<file path="src/rtl/dm_arbiter_pkg.sv">
// Shared definitions for the data-memory arbiter: state encodings,
// default lock bound and the per-port request bundle.
package dm_arbiter_pkg;

  typedef enum logic [1:0] {
    ARB_IDLE = 2'd0,
    ARB_G0   = 2'd1,
    ARB_G1   = 2'd2
  } arb_state_e;

  localparam int LOCK_MAX_DEF = 16;
  localparam int CNT_W_DEF    = 8;

  // One requester's view of the bus, muxed as a unit onto the memory.
  typedef struct packed {
    logic        req;
    logic        we;
    logic        lock;
    logic [31:0] addr;
    logic [31:0] wdata;
    logic [31:0] pc;
  } port_req_t;

  // Map a port index onto its grant state.
  function automatic arb_state_e grant_of(input logic idx);
    return idx ? ARB_G1 : ARB_G0;
  endfunction

endpackage

</file>
<file path="src/rtl/dm_lock_timer.sv">
// Bus-lock watchdog: counts locked cycles and flags the final allowed one.
module dm_lock_timer
  import dm_arbiter_pkg::*;
#(
  parameter int LOCK_MAX = LOCK_MAX_DEF,
  parameter int CNT_W    = CNT_W_DEF
) (
  input  logic clk,
  input  logic reset,
  input  logic clear,
  input  logic enable,
  output logic expire
);

  localparam logic [CNT_W-1:0] LAST = CNT_W'(LOCK_MAX - 1);

  logic [CNT_W-1:0] lcnt;

  // Saturating up-counter; clear wins over enable so a fresh lock starts at 0.
  always_ff @(posedge clk) begin
    if (reset || clear)
      lcnt <= '0;
    else if (enable && (lcnt != LAST))
      lcnt <= lcnt + 1'b1;
  end

  assign expire = (lcnt == LAST);

endmodule

</file>
<file path="src/rtl/dm_arbiter.sv">
// Round-robin arbiter for the single-port data memory with req/ack
// handshake and a bounded read-modify-write bus lock.
module dm_arbiter
  import dm_arbiter_pkg::*;
#(
  parameter int LOCK_MAX = LOCK_MAX_DEF,
  parameter int CNT_W    = CNT_W_DEF
) (
  input  logic        clk,
  input  logic        reset,
  input  logic        r0_req,
  input  logic        r0_we,
  input  logic        r0_lock,
  input  logic [31:0] r0_addr,
  input  logic [31:0] r0_wdata,
  input  logic [31:0] r0_pc,
  output logic        r0_ack,
  output logic [31:0] r0_rdata,
  input  logic        r1_req,
  input  logic        r1_we,
  input  logic        r1_lock,
  input  logic [31:0] r1_addr,
  input  logic [31:0] r1_wdata,
  input  logic [31:0] r1_pc,
  output logic        r1_ack,
  output logic [31:0] r1_rdata,
  output logic [31:0] dm_addr,
  output logic [31:0] dm_wdata,
  output logic [31:0] dm_pc,
  output logic        dm_we,
  input  logic [31:0] dm_rdata,
  output logic        lock_abort
);

  arb_state_e state, state_nxt;
  logic       locked, locked_nxt;
  logic       rr, rr_nxt;
  logic       abort_q, abort_nxt;
  logic       lock_clear;
  logic       expire;

  port_req_t  prt [2];
  port_req_t  own, oth;
  logic       gidx;

  assign prt[0] = '{req: r0_req, we: r0_we, lock: r0_lock,
                    addr: r0_addr, wdata: r0_wdata, pc: r0_pc};
  assign prt[1] = '{req: r1_req, we: r1_we, lock: r1_lock,
                    addr: r1_addr, wdata: r1_wdata, pc: r1_pc};

  assign gidx = (state == ARB_G1);
  assign own  = prt[gidx];
  assign oth  = prt[~gidx];

  dm_lock_timer #(
    .LOCK_MAX (LOCK_MAX),
    .CNT_W    (CNT_W)
  ) u_timer (
    .clk    (clk),
    .reset  (reset),
    .clear  (lock_clear),
    .enable (locked),
    .expire (expire)
  );

  // State, lock flag, round-robin pointer and abort pulse register.
  always_ff @(posedge clk) begin
    if (reset) begin
      state   <= ARB_IDLE;
      locked  <= 1'b0;
      rr      <= 1'b0;
      abort_q <= 1'b0;
    end else begin
      state   <= state_nxt;
      locked  <= locked_nxt;
      rr      <= rr_nxt;
      abort_q <= abort_nxt;
    end
  end

  // Next-state: grant selection, lock entry/exit and forced release.
  // The acked port's own req is never looked at when choosing the next
  // grant, so a held req costs an IDLE cycle unless the other port is waiting.
  always_comb begin
    state_nxt  = state;
    locked_nxt = locked;
    rr_nxt     = rr;
    abort_nxt  = 1'b0;
    lock_clear = 1'b0;
    case (state)
      ARB_IDLE: begin
        if (r0_req && r1_req)
          state_nxt = grant_of(rr);
        else if (r0_req || r1_req)
          state_nxt = grant_of(r1_req);
      end
      ARB_G0, ARB_G1: begin
        if (!locked) begin
          if (own.req && own.lock) begin
            locked_nxt = 1'b1;
            lock_clear = 1'b1;
          end else begin
            rr_nxt    = ~gidx;
            state_nxt = oth.req ? grant_of(~gidx) : ARB_IDLE;
          end
        end else if (own.req && !own.lock) begin
          // Normal release takes priority over a coinciding timeout.
          locked_nxt = 1'b0;
          rr_nxt     = ~gidx;
          state_nxt  = oth.req ? grant_of(~gidx) : ARB_IDLE;
        end else if (!own.req && !own.lock) begin
          locked_nxt = 1'b0;
          rr_nxt     = ~gidx;
          state_nxt  = ARB_IDLE;
        end else if (expire) begin
          // Forced release; an ack in this cycle still completes.
          locked_nxt = 1'b0;
          rr_nxt     = ~gidx;
          abort_nxt  = 1'b1;
          state_nxt  = oth.req ? grant_of(~gidx) : ARB_IDLE;
        end
      end
      default: state_nxt = ARB_IDLE;
    endcase
  end

  // Data-path mux; write enable and acks are suppressed while in reset.
  always_comb begin
    dm_addr  = '0;
    dm_wdata = '0;
    dm_pc    = '0;
    dm_we    = 1'b0;
    r0_ack   = 1'b0;
    r1_ack   = 1'b0;
    r0_rdata = '0;
    r1_rdata = '0;
    if (state == ARB_G0 || state == ARB_G1) begin
      dm_addr  = own.addr;
      dm_wdata = own.wdata;
      dm_pc    = own.pc;
      dm_we    = own.we && own.req && !reset;
    end
    if (state == ARB_G0) begin
      r0_ack   = r0_req && !reset;
      r0_rdata = dm_rdata;
    end
    if (state == ARB_G1) begin
      r1_ack   = r1_req && !reset;
      r1_rdata = dm_rdata;
    end
  end

  assign lock_abort = abort_q && !reset;

endmodule

</file>
<file path="config.mk">
export PLATFORM = sky130hd
export DESIGN_NAME = dm_arbiter
export DESIGN_NICKNAME = d
export VERILOG_FILES = /design/src/rtl/dm_arbiter_pkg.sv /design/src/rtl/dm_lock_timer.sv /design/src/rtl/dm_arbiter.sv
export SDC_FILE = /design/constraint.sdc
export NUM_CORES = 1
export LEC_CHECK = 0
export ABC_AREA = 1
export BUFFER_PORTS_ARGS = -buffer_cell sky130_fd_sc_hd__buf_2
export CAP_MARGIN = 30
export CORE_AREA = 2 2 153 155
export DETAILED_ROUTE_END_ITERATION = 16
export DIE_AREA = 0 0 155 157
export SKIP_LAST_GASP = 1
export SYNTH_ARGS = -nofsm -noshare
export SYNTH_HDL_FRONTEND = slang
export SYNTH_SLANG_ARGS = --single-unit
</file>
<file path="constraint.sdc">
create_clock -name clk -period 2.1 [get_ports clk]
set_input_delay 0.105 -clock clk [delete_from_list [all_inputs] [get_ports clk]]
set_output_delay 0.105 -clock clk [all_outputs]
set_load 0.02 [all_outputs]
</file>
==> impl_metrics.toml <==
[synthesis]
synth-edff-count = 0
yosys_warnings = 0
synth_top_area_share_pct = 29.40
synth_fp_nets = 822
yosys.area.top_type = "nor2_1"
synthesis.instances = 584
synthTopCellsByCount = "nor2_1, o21ai_0, nand2_1"
synthArstFlopShare_pct = 0
synthesis.area_mm2 = 0.002694
synth-seq-cells = 13
ys_seq_area_share_pct = 9.661
synth_cell_type_count = 26
ys.flop_type = "dfxtp_1"
syn-mean-instance-area_um2 = 4.613
yosysMostFrequentCell = "nor2_1"
yosys-top-cells-area = "nor2_1, o21ai_0, nand2_1, inv_1, dfxtp_1"

[clock_tree]
cts_root_buf = "clkbuf_16"
post_cts_resized = 0
clockBufferDepth = 2
cts.htree.levels = 1
clk_latency_ns = 0.24
numCtsBuffers = 3
clock_sinks = 13
cts_tree = "built"
cts_setup_buffers = 0
clkSlewWorstSetupHoldPaths_ns = 0.04
ctsHoldBuffers = 0

[run]
cap_violations = 0

[sta]
setup_violations = 0
period_needed_ns = 1.996
skew_ns = 0.002081
rsz0062_at_grt = "true"
hold_viol_final = 0
maxSlewHeadroom_pct = 75.99
worstMarginPinSlew_ns = 0.3602
fin_crit_sh_pct = 95.05
fmax_mhz = 501.0
fin_tns_setup_ns = 0
slew_violations = 0

[detailed_routing]
wl_per_cell_um = 12.37
remaining_drc_errors = 0
drtPass1Iterations = 6
vias = 4878
routed_wl_um = 15380
ant_nets = 0
drt_iter0_drc = 266
viasPerCell = 3.924

[pwr]
cellPowerDensity_mw_per_mm2 = 1592
leakage_nw = 3.508
p_seq_share_pct = 4.1
vdd_drop_max_uv = 794.7
p_comb_share_pct = 91.5
switching_share_pct = 64.28
p_int_mw = 2.907
pwr-share-clk_pct = 4.4
power.switching_mw = 5.233

[floorplanning]
die_h_um = 157
start_util_pct = 11.97
core.rowCount = 55
fp.dieArea_mm2 = 0.02434
fp.coreArea_mm2 = 0.02250
fp.dieW_um = 155
pin_count = 396

[grt]
grt_remaining_overflow = 0
grt_max_degree = 87
grt_first_pass_wirelength_um = 22380
grt_antenna_before_repair = 3
grt.total_usage_pct = 11.14
first_global_vias = 4519

[placement]
place_congestion = 0.8702
hpwl_um = 12530
port_buffers = 395
place_area_mm2 = 0.004991
place_inst = 1235

[worst_setup_path]
critPathRequiredTime_ns = 2.00
critPathMaxFanout = 70
crit_arrival_ns = 1.89
cp-end-kind = "primary output"
worstSetupPathType = "flop to primary output"
start_kind = "flop"

[layout]
area_growth_pct = 89.78
drive_above_1_share_pct = 43.98
instances_no_fill = 1243
layout.nets = 1194
utilization_pct = 22.72
final_area_mm2 = 0.005112

[worst_hold_path]
hold_class = "input pin to flop"

[outcome]
outcome = "finished clean"
## cells in the final DEF, fill, tap and decap left out
master | synthesis | routed
o21ai_2 | 1 | 1
a21oi_1 | 9 | 9
inv_1 | 82 | 82
nand2_2 | 2 | 2
clkinv_2 | 0 | 1
xnor2_1 | 1 | 1
nor3b_1 | 1 | 1
nand3_2 | 1 | 1
ha_1 | 6 | 4
or2_2 | 1 | 1
nor2_1 | 211 | 211
o21ai_0 | 98 | 98
nor3_1 | 2 | 2
nand4_1 | 2 | 2
nand3_1 | 11 | 11
clkbuf_1 | 33 | 1
buf_2 | 6 | 395
ha_4 | 0 | 2
diode_2 | 0 | 3
nand2_1 | 93 | 93
nor4_1 | 2 | 2
nand4_2 | 1 | 1
clkbuf_16 | 0 | 4
buf_12 | 0 | 3
o21ai_1 | 2 | 2
o211ai_1 | 2 | 2
xor2_1 | 1 | 1
dfxtp_1 | 13 | 13
buf_4 | 0 | 9
## flip-flops by register name, summed over array words and instances (netlist names)
name          count
state             2
u_timer.lcnt      8
rr                1
abort_q           1
locked            1
## stage by stage
stage | hold WS (ns) | worst slack, ns | total power [mW]
2_1_floorplan | 0.1741 | 0.1796 | 5.047
3_3_place_gp | 0.3306 | 0.3231 | 7.576
3_5_place_dp | 0.3400 | 0.2995 | 7.585
4_1_cts | 0.08628 | 0.09158 | 7.965
5_1_grt | 0.1006 | -0.01672 | 8.924
6_report | 0.08478 | 0.1040 | 8.140
## layout make-up
class | instances | area [µm²]
inverter | 83 | 312.8
timing repair buffer | 408 | 2130
sequential | 13 | 260.3
tap | 285 | 356.6
fill | 2607 | 17390
antenna | 3 | 7.507
clock buffer | 4 | 78.83
multi-input combinational | 447 | 1967
## metal layers
layer	track usage, %	share of wire, %	vias to the layer above	wire [µm]
li1	-	-	2519	-
met5	0	0	-	0
met1	14.12	41	2096	6240
met4	2.072	1.6	0	253
met3	1.817	7.7	14	1184
met2	19.98	50	249	7701
## final timing paths
| path | slack (ns) | depth (start not counted) | to | from |
|---|---|---|---|---|
| setup reg to reg | 0.36 | 10 | state[0] | state[0] |
| hold / removal | 0.08 | 2 | rr | reset |
| setup / recovery | 0.10 | 8 | dm_wdata[12] | state[0] |
| hold reg to reg | 0.49 | 2 | u_timer.lcnt[1] | u_timer.lcnt[1] |
## kinds of logic after synthesis
logic type	synth area share (%)
AO/OA/AOI/OAI	21.13
XOR/XNOR	0.6504
adder cells (fa/ha/maj)	2.787
buffers and inverters	18.25
flip-flops	9.661
AND/OR/NAND/NOR	47.51
## worst max-delay path, stage by stage (launching register included)
cell and delay, ns:
dfxtp_1 0.35, inv_1 0.14, ha_4 0.21, clkinv_2 0.06
buf_12 0.25, buf_4 0.23, nor2_1 0.05, nor2_1 0.10
buf_2 0.17
## power groups by stage
stage,combinational (mW),sequential [mW],clock (mW)
finish,7.45,0.336,0.357
global route,8.21,0.341,0.378
CTS,7.26,0.335,0.366
detailed placement,7.25,0.339,0
global placement,7.24,0.337,0
floorplan,4.73,0.317,0
(Power assumes the default switching activity.)
